### config.mk
export PLATFORM = sky130hd
export DESIGN_NAME = mux_rr_sel_flat
export DESIGN_NICKNAME = d
export VERILOG_FILES = /design/src/rtl/mux_rr_sel_pkg.sv /design/src/rtl/mux_rr_sel_if.sv /design/src/rtl/mux_rr_sel_rr_pick.sv /design/src/rtl/mux_rr_sel.sv /design/src/flat_wrapper.sv
export SDC_FILE = /design/constraint.sdc
export NUM_CORES = 1
export LEC_CHECK = 0
export ABC_AREA = 0
export CAP_MARGIN = 20
export CORE_AREA = 2 2 124 126
export CTS_CLUSTER_DIAMETER = 50
export DETAILED_ROUTE_END_ITERATION = 12
export DIE_AREA = 0 0 126 128
export PLACE_DENSITY_LB_ADDON = 0.05
export SLEW_MARGIN = 15
export SYNTH_ARGS = -nofsm -noshare
export SYNTH_HDL_FRONTEND = slang
export SYNTH_HIERARCHICAL = 1
export SYNTH_SLANG_ARGS = --single-unit
### constraint.sdc
create_clock -name clk -period 5.85 [get_ports clk]
set_input_delay 0.8775 -clock clk [delete_from_list [all_inputs] [get_ports clk]]
set_output_delay 0.8775 -clock clk [all_outputs]
set_load 0.02 [all_outputs]
### src/rtl/mux_rr_sel_pkg.sv
// ----------------------------------------------------------------------------
// mux_rr_sel_pkg
// Shared constants for the N:1 registered channel selector: default data
// width and channel count, the mode encoding, and a clog2 helper for callers
// that derive the select width from the channel count.
// No ports (package).
// ----------------------------------------------------------------------------
package mux_rr_sel_pkg;

    localparam int DEFAULT_WIDTH = 32;
    localparam int DEFAULT_N     = 8;

    typedef enum logic {
        MODE_FIXED = 1'b0,
        MODE_RR    = 1'b1
    } mode_e;

    // Smallest result r with 2**r >= value (0 for value <= 1).
    function automatic int clog2(input int value);
        int result;
        int span;
        result = 0;
        span   = 1;
        while (span < value) begin
            span   = span * 2;
            result = result + 1;
        end
        return result;
    endfunction

endpackage

### src/rtl/mux_rr_sel_if.sv
// ----------------------------------------------------------------------------
// mux_rr_sel_if
// Channel-side and output-side handshake bundle of the selector.
//   in_valid  [N]        per-channel request
//   in_data   [N*WIDTH]  packed channel data, channel i at [i*WIDTH +: WIDTH]
//   in_ready  [N]        per-channel accept, at most one bit high
//   out_valid            output stage holds a word
//   out_data  [WIDTH]    registered selected word
//   out_ch    [SELW]     channel that supplied out_data
//   out_ready            consumer takes out_data
// Modports: master = producers/consumer side, slave = the selector.
// ----------------------------------------------------------------------------
interface mux_rr_sel_if
    import mux_rr_sel_pkg::*;
#(
    parameter int WIDTH = DEFAULT_WIDTH,
    parameter int N     = DEFAULT_N,
    parameter int SELW  = clog2(N)
) ();

    logic [N-1:0]       in_valid;
    logic [N*WIDTH-1:0] in_data;
    logic [N-1:0]       in_ready;
    logic               out_valid;
    logic [WIDTH-1:0]   out_data;
    logic [SELW-1:0]    out_ch;
    logic               out_ready;

    modport master (
        output in_valid, in_data, out_ready,
        input  in_ready, out_valid, out_data, out_ch
    );

    modport slave (
        input  in_valid, in_data, out_ready,
        output in_ready, out_valid, out_data, out_ch
    );

endinterface

### src/rtl/mux_rr_sel_rr_pick.sv
// ----------------------------------------------------------------------------
// mux_rr_sel_rr_pick
// Round-robin picker: returns the first requesting channel found when
// scanning ptr, ptr+1, ..., N-1, 0, ..., ptr-1.
//   req   [N]     request vector
//   ptr   [SELW]  scan start (always < N)
//   idx   [SELW]  chosen channel (0 when nothing requests)
//   found         at least one channel requests
// ----------------------------------------------------------------------------
module mux_rr_sel_rr_pick
    import mux_rr_sel_pkg::*;
#(
    parameter int N    = DEFAULT_N,
    parameter int SELW = clog2(N)
) (
    input  logic [N-1:0]    req,
    input  logic [SELW-1:0] ptr,
    output logic [SELW-1:0] idx,
    output logic            found
);

    logic [N-1:0]    rot;
    logic [SELW-1:0] offset;
    logic [SELW:0]   sum;

    // Shifting the doubled vector right by ptr puts channel ptr at bit 0 and
    // wraps the lower channels in above it; the low N bits are the rotation.
    assign rot = N'({req, req} >> ptr);

    // NOTE: every always_comb output gets a value before any condition, so no
    // path through the block can leave it unassigned and infer a latch.
    always_comb begin
        offset = '0;
        // Downward scan: the last hit written is the lowest set bit.
        for (int i = N - 1; i >= 0; i--) begin
            if (rot[i]) begin
                offset = SELW'(i);
            end
        end
    end

    // Un-rotate: (ptr + offset) mod N, with both terms below N.
    assign sum   = {1'b0, ptr} + {1'b0, offset};
    assign idx   = (sum >= (SELW + 1)'(N)) ? SELW'(sum - (SELW + 1)'(N)) : sum[SELW-1:0];
    assign found = |req;

endmodule

### src/rtl/mux_rr_sel.sv
// ----------------------------------------------------------------------------
// mux_rr_sel
// N:1 channel selector with a one-entry registered output stage.
// Fixed mode takes the channel named by F; round-robin mode arbitrates
// fairly among requesting channels, starting after the last served one.
//   clk   rising-edge clock
//   rst   synchronous active-high reset
//   En    accept enable (0 blocks new accepts, held word still drains)
//   mode  0 = fixed select via F, 1 = round-robin
//   F     channel index used in fixed mode
//   bus   handshake bundle (slave view), see mux_rr_sel_if
// ----------------------------------------------------------------------------
module mux_rr_sel
    import mux_rr_sel_pkg::*;
#(
    parameter int WIDTH = DEFAULT_WIDTH,
    parameter int N     = DEFAULT_N,
    parameter int SELW  = clog2(N)
) (
    input  logic            clk,
    input  logic            rst,
    input  logic            En,
    input  logic            mode,
    input  logic [SELW-1:0] F,
    mux_rr_sel_if.slave     bus
);

    localparam int SPAN = 1 << SELW;

    logic [SPAN-1:0]  valid_pad;
    logic             fixed_gv;
    logic [SELW-1:0]  rr_g;
    logic             rr_gv;
    logic [SELW-1:0]  g;
    logic             gv;
    logic             load;
    logic             xfer;
    logic [N-1:0]     ready_c;
    logic [WIDTH-1:0] sel_data;
    logic [SELW-1:0]  next_ptr;

    logic             out_valid_q;
    logic [WIDTH-1:0] out_data_q;
    logic [SELW-1:0]  out_ch_q;
    logic [SELW-1:0]  ptr;

    // Padding to the full select range lets F index safely even when F >= N.
    assign valid_pad = SPAN'(bus.in_valid);
    assign fixed_gv  = ({1'b0, F} < (SELW + 1)'(N)) && valid_pad[F];

    mux_rr_sel_rr_pick #(
        .N    (N),
        .SELW (SELW)
    ) u_rr_pick (
        .req   (bus.in_valid),
        .ptr   (ptr),
        .idx   (rr_g),
        .found (rr_gv)
    );

    always_comb begin
        g  = F;
        gv = fixed_gv;
        if (mode_e'(mode) == MODE_RR) begin
            g  = rr_g;
            gv = rr_gv;
        end
    end

    assign load = !out_valid_q || bus.out_ready;

    // A word accepted during reset would be thrown away, so no channel is
    // told it was taken while rst is high.
    assign xfer = !rst && En && load && gv;

    always_comb begin
        ready_c = '0;
        if (xfer) begin
            ready_c[g] = 1'b1;
        end
    end

    assign sel_data = bus.in_data[g * WIDTH +: WIDTH];
    assign next_ptr = (g == SELW'(N - 1)) ? '0 : g + SELW'(1);

    // NOTE: state registers use non-blocking assignments so every flop samples
    // the pre-edge values regardless of statement order.
    always_ff @(posedge clk) begin
        if (rst) begin
            out_valid_q <= 1'b0;
            out_data_q  <= '0;
            out_ch_q    <= '0;
            ptr         <= '0;
        end else if (load) begin
            // Output slot is free or being drained: refill or go empty.
            out_valid_q <= xfer;
            if (xfer) begin
                out_data_q <= sel_data;
                out_ch_q   <= g;
                ptr        <= next_ptr;
            end
        end
    end

    assign bus.in_ready  = ready_c;
    assign bus.out_valid = out_valid_q;
    assign bus.out_data  = out_data_q;
    assign bus.out_ch    = out_ch_q;

endmodule

### src/flat_wrapper.sv
// flat-port wrapper written by rule: the top's interface ports become plain ports
module mux_rr_sel_flat import mux_rr_sel_pkg::*;
#(
    parameter int WIDTH = DEFAULT_WIDTH,
    parameter int N     = DEFAULT_N,
    parameter int SELW  = clog2(N)
)
  (clk, rst, En, mode, F, bus_in_valid, bus_in_data, bus_out_ready, bus_in_ready, bus_out_valid, bus_out_data, bus_out_ch);
  mux_rr_sel_if #(.WIDTH(WIDTH), .N(N), .SELW(SELW)) bus_i ();
  input  logic clk;
  input  logic rst;
  input  logic En;
  input  logic mode;
  input  logic [SELW-1:0] F;
  input wire logic [$bits(bus_i.in_valid)-1:0] bus_in_valid;
  input wire logic [$bits(bus_i.in_data)-1:0] bus_in_data;
  input wire logic [$bits(bus_i.out_ready)-1:0] bus_out_ready;
  output wire logic [$bits(bus_i.in_ready)-1:0] bus_in_ready;
  output wire logic [$bits(bus_i.out_valid)-1:0] bus_out_valid;
  output wire logic [$bits(bus_i.out_data)-1:0] bus_out_data;
  output wire logic [$bits(bus_i.out_ch)-1:0] bus_out_ch;
  assign bus_i.in_valid = bus_in_valid;
  assign bus_i.in_data = bus_in_data;
  assign bus_i.out_ready = bus_out_ready;
  assign bus_in_ready = bus_i.in_ready;
  assign bus_out_valid = bus_i.out_valid;
  assign bus_out_data = bus_i.out_data;
  assign bus_out_ch = bus_i.out_ch;
  mux_rr_sel #(.WIDTH(WIDTH), .N(N), .SELW(SELW)) u_core (.clk(clk), .rst(rst), .En(En), .mode(mode), .F(F), .bus(bus_i));
endmodule
=== Word-level counts from Yosys, hierarchy flattened ===
Cells that the tools add are included.

* Eq/ne operators: 1
* Bitwise operators: 0
* Order comparisons: 4
* Multiplexer cells: 17
* Reduce and logical (&&, ||, !) cells: 9
* Div/mod/pow operators: 0
* Shift-type cells: 2
* $mul: 0
* Add/sub/neg operators: 3

{| class="wikitable"
|+ Operators with widths
! kind !! number
|-
| 256-bit by 9-bit indexed part select with 32-bit output || 1
|-
| 3-bit two-way mux || 11
|-
| 16-bit by 3-bit >> shifter with 8-bit output || 1
|-
| 3-bit by 4-bit less-than comparator with 1-bit output, second input constant || 2
|-
| 8-bit two-way mux || 1
|-
| 8-bit OR reduction || 1
|-
| 3-bit by 3-bit adder with 4-bit output || 1
|-
| 4-bit >= comparator, second input constant || 1
|-
| 1-bit logical AND || 4
|-
| 3-bit by 1-bit adder with 3-bit output, second input constant || 1
|-
| 1-bit binary-select mux with 3-bit select || 1
|-
| 1-bit demux with 3-bit select || 1
|-
| 3-bit == test, second input constant || 1
|-
| 3-bit by 1-bit >= comparator with 1-bit output, second input constant || 1
|-
| 1-bit two-way mux || 3
|-
| 3-bit by 1-bit subtractor with 3-bit output, second input constant || 1
|-
| 1-bit logical NOT || 2
|-
| 2-bit AND reduction || 1
|-
| 1-bit logical OR || 1
|}

* Latch bits: 0
* Bits in registers: 39
* Output and inout port bits: 44
* Word-level logic and storage cells: 40
* Bits of input ports: 272
* Memories: 0
* Bits in read-only memories: 0
* Memory bits (writable): 0

=== Logic depth before layout (Yosys ltp) ===
* Depth after elaboration: 18
* Gate-level depth with buffers: 18
* Mapped depth without buffers: 16

=== By module ===
The synthesis kept the hierarchy.

{| class="wikitable"
|+ By module, submodules not included
! module !! cells an instance !! area each (um^2) !! times used !! seq. area each (um^2)
|-
| mux_rr_sel || 434 || 3895.0 || 1 || 780.7
|-
| mux_rr_sel_rr_pick || 42 || 466.7 || 1 || 0.0
|}

=== Worst setup path before layout ===
No wires, ideal clock.

* Path kind: input-to-output
* Start: input port bus_in_valid[3]
* End: output port bus_in_ready[4]
* Stages: 15
* Path slack: 0.885 ns
* Data arrival time: 4.088 ns
* Data required time: 4.973 ns
* Buffers on the path: 2
* Cell sequence: mux4_1 -> mux2i_1 -> nand2b_1 -> a21bo_2 -> a31oi_1 -> ha_1 -> inv_1 -> fa_1 -> xnor2_1 -> xnor2_1 -> nand2_1 -> o21a_1 -> clkbuf_1 -> clkbuf_1 -> nor3_1

* Cells in the longest elaborated chain, start to end: 18
* Elaborated cells between the ends (all ways): 25
* Classes of those cells: add/sub: 2; order compare: 3; shift: 1; mux: 16; reduce/logical: 3

{| class="wikitable"
|+ RTL lines
! element !! RTL line !! RTL
|-
| start: declaration || flat_wrapper.sv:15 || <nowiki>input wire logic [$bits(bus_i.in_valid)-1:0] bus_in_valid;</nowiki>
|-
| 16-bit by 3-bit >> shifter with 8-bit output (*) || mux_rr_sel_rr_pick.sv:28 || <nowiki>assign rot = N'({req, req} >> ptr);</nowiki>
|-
| 3-bit two-way mux (7 in series) || mux_rr_sel_rr_pick.sv:36 || <nowiki>if (rot[i]) begin</nowiki>
|-
| 3-bit two-way mux (*) || mux_rr_sel_rr_pick.sv:36 ||
|-
| 3-bit by 3-bit adder with 4-bit output (*) || mux_rr_sel_rr_pick.sv:43 || <nowiki>assign sum = {1'b0, ptr} + {1'b0, offset};</nowiki>
|-
| 4-bit >= comparator or 3-bit by 1-bit subtractor with 3-bit output (tied branches) || mux_rr_sel_rr_pick.sv:44 || <nowiki>assign idx = (sum >= (SELW + 1)'(N)) ? SELW'(sum - (SELW + 1)'(N)) : sum[SELW-1:0];</nowiki>
|-
| 3-bit two-way mux (*) || mux_rr_sel_rr_pick.sv:44 ||
|-
| named net u_core.rr_g[2] || mux_rr_sel.sv:32 || <nowiki>logic [SELW-1:0] rr_g;</nowiki>
|-
| 3-bit two-way mux (*) || mux_rr_sel.sv:64 || <nowiki>if (mode_e'(mode) == MODE_RR) begin</nowiki>
|-
| 3-bit by 4-bit less-than comparator with 1-bit output (implied by the code) or 3-bit by 1-bit >= comparator with 1-bit output (tied branches) || mux_rr_sel.sv:79 || <nowiki>ready_c[g] = 1'b1;</nowiki>
|-
| 1-bit logical AND (implied by the code) || mux_rr_sel.sv:79 ||
|-
| 1-bit two-way mux (implied by the code) || mux_rr_sel.sv:79 ||
|-
| 1-bit demux with 3-bit select (*) || - ||
|-
| 8-bit two-way mux (*) || mux_rr_sel.sv:78 || <nowiki>if (xfer) begin</nowiki>
|-
| end: declaration || flat_wrapper.sv:18 || <nowiki>output wire logic [$bits(bus_i.in_ready)-1:0] bus_in_ready;</nowiki>
|}

The timed path passes the listed nets; every way through them passes the cells marked *. The select of a mux whose other input is x is not followed.

=== Worst setup path after layout ===
* Start: input port bus_in_valid[4]
* End: output port bus_in_ready[1]

The elaborated chain is that of the path after synthesis.

==> flow_summary.yaml <==
place:
  pre_cts_slack_ns: 0.08058
  portBuffers: 315
  hpwl_um: 14800
  gp_congestion: 0.8654
critical_path:
  crit_chain: "clkdlybuf4s50_1, mux4_1, mux2i_1, nand2b_1, a21bo_2, a31oi_1, ha_1, inv_1, fa_1, xnor2_1, xnor2_1, buf_4, nor2_1, a21oi_4, nor3_1, dlymetal6s2s_1"
  worst_ep_required_time_ns: 4.97
  cp_num_buf_inv: 4
  ff2ff_setup_slack_ns: 1.21
  cp_max_fo: 6
  crit_type: "in -> out"
  cp-end-kind: "output port"
  worstPathArrival_ns: 4.53
  crit_path_top_delay_cell: "mux4_1"
  crit_top_cell: "xnor2_1"
  path_delay_family: "buffers and inverters"
  start_kind: "input port"
  critPathMaxStageDelay_ns: 0.56
clock_network:
  cts_buffer_depth: 2
  cts_max_level: 2
  numCtsBuffers: 5
  clock_latency_ns: 0.28
  clk_pin_slew_ns: 0.06
  cts_root_buf: "clkbuf_16"
  hold_buffers: 0
  tritoncts: "built"
  clkSinkCount: 39
die:
  die_area_um2: 16130
  rows: 45
  die_h_um: 128
  die_width_um: 126
  num_io_pins: 316
  initial_core_util_pct: 29.34
  core_um2: 14860
routing:
  drtIter0Drc: 206
  drcViolationCount: 0
  vias: 5021
  detail_route.wl_per_cell_um: 19.97
  viasPerCell: 5.285
  drt-pass1-iter-count: 4
  routed_wirelength_um: 18980
  detail-route-antenna-nets: 0
timing:
  grt_setup_unrepaired: "no"
  finalSetupTns_ns: 0
  setup_viol: 0
  finClkSkew_ns: 0.005137
  maxSlewViolCount: 0
  setup_ws_ns: 0.4390
  hold_viol: 0
  slew_headroom_pct: 27.89
  worst_pin_slew_ns: 1.078
  finalCritPeriodShare_pct: 92.50
  layout_min_cycle_time_ns: 5.411
  fmax_ghz: 0.1848
global_route:
  first_global_vias: 5116
  antenna_found_initial: 0
  grt_pass1_wl_um: 28220
  grt-ovfl-total: 0
  grt_max_degree: 67
  grt_util_all_layers_pct: 22.06
finish:
  fillers: 1397
  final_common_cell: "clkdlybuf4s50_1"
  final_cell_mix: "clkdlybuf4s50_1, mux2i_1, nor2_1, o22ai_1, dfxtp_1"
  layout-area-overhead-vs-synth_pct: 78.17
  layout.nets: 1037
  layout-drive-gt1-share_pct: 8.924
  antennaDiodeCount: 0
synthesis:
  syn_inst: 476
  ys_top_cells_by_area: "mux2i_1, dfxtp_1, a221oi_2, o22ai_1, nor2_1"
  ys_ff_latch: 39
  yosys_warnings: 6
  ys.flop_type: "dfxtp_1"
  ys_types: 49
  syn_area_um2: 4362
  yosysSeqAreaShare_pct: 17.90
  synth_top_area_share_pct: 31.21
  synth_edf_count: 0
  synth.net_count: 752
  synth_top_area_cell: "mux2i_1"
  syn_avg_cell_area_um2: 9.163
  async_reset_ff_share_pct: 0
run_status:
  status: "completed"
power_and_ir_drop:
  leakagePower_nw: 3.014
  total_power_mw: 1.430
  vdd_drop_max_v: 0.0001114
  p_per_area_nw_per_um2: 184.1
run:
  drv_cap: 0
hold_path:
  hp-class: "reg -> reg"
-- final cells by class --
| type | count | area, um^2 | area share, % |
|---|---|---|---|
| Sequential cell | 39 | 780.7 | 10.05 |
| Clock buffer | 6 | 128.9 | 1.658 |
| Inverter | 8 | 35.03 | 0.4508 |
| Timing Repair Buffer | 325 | 3263 | 41.99 |
| Multi-Input combinational cell | 382 | 3316 | 42.67 |
| Clock inverter | 2 | 12.51 | 0.1610 |
| Tap cell | 188 | 235.2 | 3.027 |
-- timing repair --
item                                    4_1_cts  5_1_grt
gates resized for setup                       0        8
endpoints found under the setup margin        0        8
setup buffers                                 0        0
-- sequential cells by signal (all words and copies together) (netlist names) --
signal,count
u_core/bus.out_data,32
u_core/bus.out_ch,3
u_core/ptr,3
u_core/bus.out_valid,1
-- cells in the mapped netlist, types with 3 or more instances --
cell	count
mux2i_1	136
nor2_1	67
o22ai_1	64
dfxtp_1	39
a221oi_2	30
clkbuf_1	21
buf_2	12
buf_6	10
nor3_1	9
nand2_1	8
a21oi_1	7
inv_1	7
o21ai_0	7
mux4_1	5
buf_4	4
ha_1	3
mux4_2	3
-- per-layer routing --
metal  vias to the layer above  wire, um  global-route usage [%]
met2                       211      9910                   42.00
met5                         -         0                       0
li1                       2434         -                       -
met3                        16      1350                   5.050
met4                         0       278                   4.977
met1                      2360      7434                   24.94
-- tightest hold or removal path: stages (launching register included) --
cell and delay (ns):
dfxtp_1 0.31, o21ai_0 0.07, a21oi_1 0.07
-- metrics by stage --
stage / area (um^2) / utilization (%) / hold WS [ns] / cells
3_3_place_gp: 7582 / 51.01 / 0.4761 / 941
4_1_cts: 7751 / 52.15 / 0.5027 / 950
2_1_floorplan: 4362 / - / 0.4766 / 476
3_5_place_dp: 7610 / 51.20 / 0.4813 / 942
5_1_grt: 7771 / 52.28 / 0.5569 / 950
6_report: 7771 / 52.28 / 0.5020 / 950
-- final timing paths --
path	startpoint	end	cells past startpoint
setup / recovery	bus_in_valid[4]	bus_in_ready[1]	16
hold / removal	u_core/bus.out_ch[1]	u_core/bus.out_ch[1]	2
setup reg to reg	u_core/ptr[0]	u_core/bus.out_data[11]	17
hold reg to reg	u_core/bus.out_ch[1]	u_core/bus.out_ch[1]	2
-- power by group --
part,internal [mW],switching (mW),total (mW)
clock,0.157,0.107,0.264
combinational,0.444,0.417,0.862
sequential,0.287,0.0172,0.305
-- kinds of logic (layout without fill, tap and decap cells) --
| logic type | Yosys count | after routing | share of synthesized area (%) |
|---|---|---|---|
| buf+inv | 55 | 341 | 7.201 |
| flops | 39 | 39 | 17.90 |
| compound gates | 127 | 127 | 25.59 |
| simple gates | 100 | 100 | 10.10 |
| mux | 149 | 149 | 37.49 |
| xor+xnor | 2 | 2 | 0.4017 |
| fa+ha+maj | 4 | 4 | 1.320 |
No activity file was read; power rests on OpenSTA's default activity.
